## src/rtl/instr_prefetch_queue_if.sv

```systemverilog
// Instruction-memory port and decode-facing port of the prefetch queue.
// The queue drives the master side; memory and decode sit on the slave side.
interface instr_prefetch_queue_if #(
    parameter int unsigned DEPTH = 4
);
    localparam int unsigned CNT_W = $clog2(DEPTH) + 1;

    logic              imem_req;
    logic [31:0]       imem_addr;
    logic [31:0]       imem_rdata;

    logic              stall;
    logic              redirect;
    logic [31:0]       target;

    logic [31:0]       instr;
    logic [31:0]       pc_plus_four;
    logic              instr_valid;
    logic [CNT_W-1:0]  occupancy;

    modport master (
        output imem_req,
        output imem_addr,
        input  imem_rdata,
        input  stall,
        input  redirect,
        input  target,
        output instr,
        output pc_plus_four,
        output instr_valid,
        output occupancy
    );

    modport slave (
        input  imem_req,
        input  imem_addr,
        output imem_rdata,
        output stall,
        output redirect,
        output target,
        input  instr,
        input  pc_plus_four,
        input  instr_valid,
        input  occupancy
    );
endinterface

```

## src/rtl/instr_prefetch_queue.sv

```systemverilog
// Fetch-side prefetch queue: issues sequential reads to a one-cycle synchronous
// instruction memory, buffers up to DEPTH words and presents the head to decode.
module instr_prefetch_queue #(
    parameter int unsigned DEPTH     = 4,
    parameter logic [31:0] RESET_PC  = 32'h0000_0000,
    parameter logic [31:0] NOP_INSTR = 32'h5400_0000
) (
    input  logic                   clk,
    input  logic                   rst_n,
    instr_prefetch_queue_if.master bus
);
    localparam int unsigned PTR_W = $clog2(DEPTH);
    localparam int unsigned CNT_W = PTR_W + 1;

    typedef struct packed {
        logic [31:0] instr;
        logic [31:0] pc_plus_four;
    } entry_t;

    logic [31:0]      fetch_pc_q,    fetch_pc_d;
    logic             inflight_q,    inflight_d;
    logic [31:0]      inflight_pc_q, inflight_pc_d;
    logic [PTR_W-1:0] rd_ptr_q,      rd_ptr_d;
    logic [PTR_W-1:0] wr_ptr_q,      wr_ptr_d;
    logic [CNT_W-1:0] count_q,       count_d;
    entry_t           entries_q [DEPTH];
    entry_t           entries_d [DEPTH];

    logic             credit_ok;
    logic             issue;
    logic [31:0]      issue_addr;
    logic             push;
    logic             pop;
    logic             not_empty;
    entry_t           head;

    // Credits count both stored entries and the word still coming back, so a
    // response can never find the queue full.
    always_comb begin
        not_empty  = (count_q != '0);
        credit_ok  = (count_q + CNT_W'(inflight_q)) < CNT_W'(DEPTH);
        issue      = credit_ok | bus.redirect;
        issue_addr = bus.redirect ? bus.target : fetch_pc_q;
        push       = inflight_q & ~bus.redirect;
        pop        = not_empty & ~bus.stall & ~bus.redirect;
        head       = entries_q[rd_ptr_q];
    end

    always_comb begin
        fetch_pc_d    = fetch_pc_q;
        inflight_d    = issue;
        inflight_pc_d = inflight_pc_q;
        rd_ptr_d      = rd_ptr_q;
        wr_ptr_d      = wr_ptr_q;
        count_d       = count_q;
        entries_d     = entries_q;

        if (issue) begin
            inflight_pc_d = issue_addr;
            fetch_pc_d    = issue_addr + 32'd4;
        end

        // A redirect discards both the queue and the response now returning.
        if (bus.redirect) begin
            rd_ptr_d = '0;
            wr_ptr_d = '0;
            count_d  = '0;
        end else begin
            if (push) begin
                entries_d[wr_ptr_q] = '{instr: bus.imem_rdata,
                                        pc_plus_four: inflight_pc_q + 32'd4};
                wr_ptr_d = wr_ptr_q + PTR_W'(1);
            end
            if (pop) begin
                rd_ptr_d = rd_ptr_q + PTR_W'(1);
            end
            case ({push, pop})
                2'b10:   count_d = count_q + CNT_W'(1);
                2'b01:   count_d = count_q - CNT_W'(1);
                default: count_d = count_q;
            endcase
        end
    end

    always_ff @(posedge clk or negedge rst_n) begin
        if (!rst_n) begin
            fetch_pc_q    <= RESET_PC;
            inflight_q    <= 1'b0;
            inflight_pc_q <= '0;
            rd_ptr_q      <= '0;
            wr_ptr_q      <= '0;
            count_q       <= '0;
            for (int i = 0; i < DEPTH; i++) begin
                entries_q[i] <= '0;
            end
        end else begin
            fetch_pc_q    <= fetch_pc_d;
            inflight_q    <= inflight_d;
            inflight_pc_q <= inflight_pc_d;
            rd_ptr_q      <= rd_ptr_d;
            wr_ptr_q      <= wr_ptr_d;
            count_q       <= count_d;
            for (int i = 0; i < DEPTH; i++) begin
                entries_q[i] <= entries_d[i];
            end
        end
    end

    // Outputs are gated by rst_n so they take their idle values the moment
    // reset asserts, not at the next clock.
    assign bus.imem_req     = rst_n & issue;
    assign bus.imem_addr    = issue_addr;
    assign bus.instr_valid  = not_empty;
    assign bus.occupancy    = count_q;
    assign bus.instr        = not_empty ? head.instr : NOP_INSTR;
    assign bus.pc_plus_four = !rst_n    ? 32'h0 :
                              not_empty ? head.pc_plus_four : fetch_pc_q;

    a_no_push_when_full : assert property (
        @(posedge clk) disable iff (!rst_n) push |-> (count_q < CNT_W'(DEPTH))
    );

    a_count_bounded : assert property (
        @(posedge clk) disable iff (!rst_n) count_q <= CNT_W'(DEPTH)
    );
endmodule

```

## src/flat_wrapper.sv

```systemverilog
// flat-port wrapper written by rule: the top's interface ports become plain ports
module instr_prefetch_queue_flat 
#(
    parameter int unsigned DEPTH     = 4,
    parameter logic [31:0] RESET_PC  = 32'h0000_0000,
    parameter logic [31:0] NOP_INSTR = 32'h5400_0000
)
  (clk, rst_n, bus_imem_req, bus_imem_addr, bus_imem_rdata, bus_stall, bus_redirect, bus_target, bus_instr, bus_pc_plus_four, bus_instr_valid, bus_occupancy);
  instr_prefetch_queue_if #(.DEPTH(DEPTH)) bus_i ();
  input  logic clk;
  input  logic rst_n;
  output wire logic [$bits(bus_i.imem_req)-1:0] bus_imem_req;
  output wire logic [$bits(bus_i.imem_addr)-1:0] bus_imem_addr;
  input wire logic [$bits(bus_i.imem_rdata)-1:0] bus_imem_rdata;
  input wire logic [$bits(bus_i.stall)-1:0] bus_stall;
  input wire logic [$bits(bus_i.redirect)-1:0] bus_redirect;
  input wire logic [$bits(bus_i.target)-1:0] bus_target;
  output wire logic [$bits(bus_i.instr)-1:0] bus_instr;
  output wire logic [$bits(bus_i.pc_plus_four)-1:0] bus_pc_plus_four;
  output wire logic [$bits(bus_i.instr_valid)-1:0] bus_instr_valid;
  output wire logic [$bits(bus_i.occupancy)-1:0] bus_occupancy;
  assign bus_imem_req = bus_i.imem_req;
  assign bus_imem_addr = bus_i.imem_addr;
  assign bus_i.imem_rdata = bus_imem_rdata;
  assign bus_i.stall = bus_stall;
  assign bus_i.redirect = bus_redirect;
  assign bus_i.target = bus_target;
  assign bus_instr = bus_i.instr;
  assign bus_pc_plus_four = bus_i.pc_plus_four;
  assign bus_instr_valid = bus_i.instr_valid;
  assign bus_occupancy = bus_i.occupancy;
  instr_prefetch_queue #(.DEPTH(DEPTH), .RESET_PC(RESET_PC), .NOP_INSTR(NOP_INSTR)) u_core (.clk(clk), .rst_n(rst_n), .bus(bus_i));
endmodule
```

## config.mk

```make
export PLATFORM = sky130hd
export DESIGN_NAME = instr_prefetch_queue_flat
export DESIGN_NICKNAME = d
export VERILOG_FILES = /design/src/rtl/instr_prefetch_queue_if.sv /design/src/rtl/instr_prefetch_queue.sv /design/src/flat_wrapper.sv
export SDC_FILE = /design/constraint.sdc
export NUM_CORES = 1
export LEC_CHECK = 0
export ABC_AREA = 1
export BUFFER_PORTS_ARGS = -buffer_cell sky130_fd_sc_hd__clkbuf_2
export CAP_MARGIN = 20
export CORE_MARGIN = 2
export CORE_UTILIZATION = 36
export CTS_CLUSTER_DIAMETER = 60
export DETAILED_ROUTE_END_ITERATION = 8
export GPL_ROUTABILITY_DRIVEN = 0
export PLACE_DENSITY = 0.6
export SETUP_SLACK_MARGIN = 0.02
export SYNTH_ARGS = -nofsm -noshare
export SYNTH_HDL_FRONTEND = slang
export SYNTH_SLANG_ARGS = --single-unit
```

## constraint.sdc

```tcl
create_clock -name clk -period 4.52 [get_ports clk]
set_input_delay 0.452 -clock clk [delete_from_list [all_inputs] [get_ports clk]]
set_output_delay 0.452 -clock clk [all_outputs]
set_load 0.005 [all_outputs]
```

==> out/qor.csv, run 1 <==
metric,value,unit
outcome,finished clean,
Post-synth ARST share,100,%
kind of critical path,register to output pin,
Mean Syn Cell Area,7.45,um2
CP Capture Type,output pin,
Synth area leaders,"dfrtp_1 (49%), nand2_1 (16%), o21ai_0 (11%)",
RSZ-0062 raised after global routing,no,
CP dominant cell by count,buf_4,
CTS tree,built,
Layout Nets,2423,
Hold WC Path Type,primary input to register,
Net Sw Frac,33.4,%
Num CTS Buffers,42,
Clock power frac,33.6,%
relative slew slack,38.4,%
die height,219,um
R2R Path End,u_core.entries_q[94],
DP Wirelength,33.1,mm
Worst Path Arrival,3130,ps
Initial Utilization,36.6,%
max-capacitance violation count,0,
Yosys reg bits,326,
"Cell Area, Synth",16600,um2
CP max stage cell,buf_4,
Routed met3 length,2.98,mm
initial antenna violation count,0,
core outline area,45500,um2
Synth Instances,2235,
flop-to-flop setup slack,1850,ps
synthesis-to-layout area growth,16.5,%
period utilization,79.1,%
Die X,219,um
CP Data Required Time,4070,ps
Die Area,48000,um2
Avg WL per Cell,17.1,um
Max Fclk,0.280,GHz
Port Buffers,168,
Routed Antenna Nets,0,
placed cells,2902,
CP Launch Type,register,
worst flop-to-flop path startpoint,u_core.wr_ptr_q[0],
fin. max-slew vios,0,
clock sink total,326,
clock slew at reported path FFs,60,ps
Final Hold Vio Count,0,
# diodes,0,
Crit Path Max Fanout,70,
first-pass GRT wire length,80.2,mm
Congestion Overflow GR,0,
post_cts resized,0,
Post-synth top flop,dfrtp_1,
Post-Syn Nets,2310,
clk buf depth,3,
routed wl met2,23.7,mm
CTS Root Buffer Type,clkbuf_16,
met1 wire length,22.2,mm
Seq pwr share,43.2,%
Worst Hold Path EP,u_core.inflight_pc_q[1],
setup TNS,0,ps
clk_lat worst skew,570,ps
net switching power,3.43,mW
worst ir drop on vdd,311,uV
# IOs,169,
post-synthesis sequential area ratio,49.0,%
power density over cell area,529,nW/um2
number of H-tree levels,2,
min cycle time layout,3580,ps
worst-margin pin slew,923,ps
Power Internal,6.84,mW
Clock Skews,21.3,ps
DRT Pass-1 Iters,5,
Leak,9.83,nW
HP Start,bus_target[1],
share of cells above drive strength 1,13.3,%
Comb power frac,23.2,%
CP cell instances,"buf_4, buf_4, o21ai_0, o22ai_1, o21bai_1, inv_1, clkbuf_2",
Rows,78,
DR iter-0 viols,1397,
largest net degree at the start of global routing,108,
via count,15260,
Max Used Layer,met4,
final setup vio count,0,
vias in the first global route,14543,
Routed WL,51.0,mm
# DRC,0,
post-synth top area cell,dfrtp_1,
YS warnings,0,
most frequent cells in the layout,"nand2_1 (696), o21ai_0 (362), dfrtp_1 (324), nor2_1 (242), inv_1 (188)",
Synth cell types,42,
Post-synth EDFFs,0,
Final Non-Filler Cells,2980,
slowest cell delay on critical path,770,ps
Synth top area share,49.0,%
reg2reg path depth,5,
Overall Global Routing Usage,21.3,%
"commonest non-fill, non-tap cell in the layout",nand2_1,
Worst Hold Depth,3,
via/cell ratio,5.12,
[registers in the layout (all words and copies together), names as in the netlist]
| signal | count |
|---|---|
| u_core.bus.occupancy | 3 |
| u_core.entries_q | 256 |
| u_core.fetch_pc_q | 30 |
| u_core.inflight_pc_q | 32 |
| u_core.inflight_q | 1 |
| u_core.rd_ptr_q | 2 |
| u_core.wr_ptr_q | 2 |
[how the worst max path moves through the flow]
stage                       endpoint  slack (ps)  depth (start not counted)               start
4_1_cts          bus_pc_plus_four[8]         920                          7  u_core.rd_ptr_q[0]
6_report         bus_pc_plus_four[7]         940                          7  u_core.rd_ptr_q[0]
5_1_grt          bus_pc_plus_four[7]         780                          7  u_core.rd_ptr_q[0]
3_3_place_gp    u_core.entries_q[92]        1510                          7        bus_redirect
2_1_floorplan  u_core.fetch_pc_q[22]        2310                         13        bus_redirect
3_5_place_dp    u_core.entries_q[94]        1440                          7        bus_redirect
[cell families (layout without fill, tap and decap cells)]
logic type,count (synthesis),count (layout),synth area share (%)
AND/OR/NAND/NOR,1064,1064,25.5
XOR/XNOR,19,19,1.00
flip-flops,326,326,49.0
adder cells (fa/ha/maj),7,7,0.571
buffers and inverters,322,467,7.70
AO/OA/AOI/OAI,497,497,16.2
[area by class of cell]
cell class | instances | area, um2
inverters | 195 | 733
well taps | 600 | 751
flip-flops and latches | 326 | 8160
clock buffers | 55 | 1150
multi-input cells | 1587 | 7240
repair buffers | 196 | 1100
fillers | 4674 | 26100
clock inverters | 21 | 268
[what timing repair did]
action                    in CTS  in global routing
buffers inserted               0                  0
hold buffers                   1                  0
hold endpoints to repair      65                  0
[synthesized netlist by cell type (all sizes together) (3+ instances only)]
| cell type | n |
|---|---|
| ha | 6 |
| xor2 | 19 |
| o21bai | 14 |
| o311ai | 3 |
| clkbuf | 94 |
| o21a | 6 |
| o22ai | 26 |
| o21ai | 374 |
| nand4 | 9 |
| nor2 | 255 |
| dfrtp | 326 |
| nand2 | 715 |
| nand3 | 61 |
| buf | 33 |
| a21oi | 45 |
| or2 | 3 |
| o211ai | 25 |
| nand3b | 3 |
| inv | 193 |
| nor3 | 16 |
[routing by layer]
metal	vias to the layer above	GRT usage [%]
li1	7365	-
met5	-	0
met4	0	9.55
met1	7271	28.0
met3	109	3.01
met2	515	35.0
[through the flow]
| stage | worst slack (ps) | utilization [%] | power, mW | hold WS [ps] | cell area [um2] |
|---|---|---|---|---|---|
| global placement | 1510 | 39.5 | 6.76 | 456 | 17900 |
| finish | 943 | 42.7 | 10.3 | 124 | 19400 |
| CTS | 920 | 42.6 | 10.3 | 84.3 | 19400 |
| global route | 784 | 42.7 | 10.9 | 124 | 19400 |
| floorplan | 2310 | - | 5.92 | 156 | 16600 |
| detailed placement | 1440 | 39.5 | 6.85 | 461 | 17900 |
[power by group through the flow]
stage / combinational [mW] / sequential [mW] / clock (mW)
2_1_floorplan: 1.62 / 4.31 / 0
5_1_grt: 2.75 / 4.54 / 3.64
4_1_cts: 2.40 / 4.42 / 3.52
6_report: 2.38 / 4.43 / 3.46
3_3_place_gp: 2.33 / 4.43 / 0
3_5_place_dp: 2.39 / 4.46 / 0
[worst max-delay path: cells and delay by family (launching register included)]
family	cells	cell delay, ps
AOI/OAI and AO/OA	3	620
buffers and inverters	4	1450
DFF	1	410
Note: power is estimated with default switching activity, not from simulation.
==> run 2, diff against run 1 <==
- PLACE_DENSITY: 0.6 -> 0.62
- clock period: 4.52 -> 2.97 ns (I/O delays scaled with it)
==> out/qor.csv, run 2 (synthesis gave the netlist of run 1 again) <==
metric,value,unit,change
kind of critical path,register to output pin,,
worst-margin pin slew,1050,ps,+129 ps
Die Area,48000,um2,unchanged
synthesis-to-layout area growth,16.3,%,
min cycle time layout,2720,ps,
Routed WL,50.1,mm,-1.9%
first-pass GRT wire length,80.4,mm,+0.35%
number of H-tree levels,2,,unchanged
Max Fclk,0.368,GHz,
max-capacitance violation count,0,,unchanged
power density over cell area,774,nW/um2,+46%
share of cells above drive strength 1,13.5,%,+0.18 points
final setup vio count,0,,unchanged
Layout Nets,2432,,+0.37%
Leak,9.84,nW,about the same
core outline area,45500,um2,unchanged
Routed Antenna Nets,0,,unchanged
worst ir drop on vdd,440,uV,+41%
initial antenna violation count,0,,unchanged
CP max stage cell,dfrtp_4,,
Power Internal,9.99,mW,+46%
outcome,finished clean,,
vias in the first global route,14805,,+1.8%
Hold Worst Slack,72.9,ps,-50.9 ps
clk buf depth,3,,unchanged
CTS tree,built,,
CP Launch Type,register,,
Port Buffers,168,,unchanged
Seq pwr share,44.9,%,+1.7 points
Area after DPL,18100,um2,+0.92%
net switching power,5.00,mW,+46%
Congestion Overflow GR,0,,unchanged
Initial Utilization,36.6,%,unchanged
Avg WL per Cell,16.8,um,-2.0%
relative slew slack,29.9,%,-8.6 points
"commonest non-fill, non-tap cell in the layout",nand2_1,,
flop-to-flop setup slack,800,ps,-1050 ps
max reg flops,256,,unchanged
Clock power frac,30.6,%,-3.0 points
# diodes,0,,unchanged
biggest regs,"u_core.entries_q (256), u_core.inflight_pc_q (32), u_core.fetch_pc_q (30)",,
CP Data Required Time,2670,ps,-1400 ps
Hold WC Path Type,primary input to register,,
CP Capture Type,output pin,,
Final Hold Vio Count,0,,unchanged
most frequent cells in the layout,"nand2_1 (696), o21ai_0 (362), dfrtp_1 (324), nor2_1 (242), inv_1 (188)",,
CP cell instances,"clkinv_2, buf_4, o21ai_0, o22ai_1, o21bai_1, inv_1, clkbuf_2",,
Clock Skews,12.3,ps,-9.01 ps
Num CTS Buffers,38,,-9.5%
slowest cell delay on critical path,490,ps,-280 ps
CTS Root Buffer Type,clkbuf_16,,
Crit Path Max Fanout,22,,-69%
Worst Path Arrival,2420,ps,-710 ps
worst setup margin,255,ps,-688 ps
DP Worst Slack,631,ps,-813 ps
Rows,78,,unchanged
Overall Global Routing Usage,21.1,%,-0.20 points
fin. max-slew vios,0,,unchanged
DRT Pass-1 Iters,5,,unchanged
Final Cell Area,19400,um2,-0.16%
clk_lat worst skew,530,ps,-40 ps
clock slew at reported path FFs,60,ps,about the same
via count,15268,,+0.052%
# IOs,169,,unchanged
# DRC,0,,unchanged
Reg with most FFs,u_core.entries_q,,
DP Wirelength,32.9,mm,-0.64%
Comb power frac,24.4,%,+1.2 points
Net Sw Frac,33.3,%,-0.075 points
CP Buf/Inv Count,4,,unchanged
largest net degree at the start of global routing,129,,+19%
setup TNS,0,ps,unchanged
"Core Util, Final",42.6,%,-0.066 points
Die X,219,um,unchanged
DR iter-0 viols,1624,,+16%
clock sink total,326,,unchanged
RSZ-0062 raised after global routing,no,,
crit-path leading delay family,buffers and inverters,,
die height,219,um,unchanged
via/cell ratio,5.11,,-0.12%
period utilization,91.4,%,
-- run 2: power groups by stage --
stage / Combinational (mW) / Clock (mW) / Sequential, mW
global placement: 3.57 / 0 / 6.72
detailed placement: 3.68 / 0 / 6.77
finish: 3.66 / 4.59 / 6.73
CTS: 3.70 / 4.70 / 6.71
floorplan: 2.46 / 0 / 6.56
global route: 4.23 / 4.91 / 6.91
-- run 2: final timing paths --
path	from	endpoint	cells past startpoint
min in group asynchronous	rst_n	u_core.entries_q[163]	2
worst min register to register	u_core.entries_q[154]	u_core.entries_q[154]	2
worst min-delay path	bus_imem_rdata[18]	u_core.entries_q[242]	3
worst max-delay path	u_core.rd_ptr_q[0]	bus_pc_plus_four[10]	7
max in group asynchronous	rst_n	u_core.inflight_pc_q[19]	4
worst max register to register	u_core.fetch_pc_q[2]	u_core.fetch_pc_q[16]	10
-- run 2: repair_timing --
item,CTS,global route
gates resized for setup,0,0
buffers inserted,0,0
endpoints found under the hold margin,38,0
hold buffers,3,0
-- run 2: cell type report --
type | count | area, um2
Inverter | 195 | 733
Clock buffer | 54 | 1120
Sequential cell | 326 | 8160
Fill cell | 4683 | 26100
Tap cell | 600 | 751
Clock inverter | 14 | 108
Timing Repair Buffer | 209 | 1250
Multi-Input combinational cell | 1587 | 7240
-- run 2: worst register-to-register path, stage by stage (launching register included) --
cell,delay (ps)
dfrtp_1,320
inv_1,120
o21ai_0,290
ha_1,210
nand2_1,110
nor2_2,180
nand2_1,110
nor2_2,420
nand2_1,110
nand3_1,90
nand3_1,80
-- run 2: metal layers --
metal  vias up  part of all wire (%)  global-route usage [%]
met5         -                     0                       0
met4         0                   4.0                    8.83
met3        91                   6.0                    3.08
met2       526                    46                    34.6
met1      7271                    44                    27.9
li1       7380                     -                       -
-- run 2: stage by stage --
step	cells	total power, mW
global route	2985	16.0
CTS	2985	15.1
finish	2985	15.0
detailed placement	2914	10.5
floorplan	2235	9.02
global placement	2914	10.3
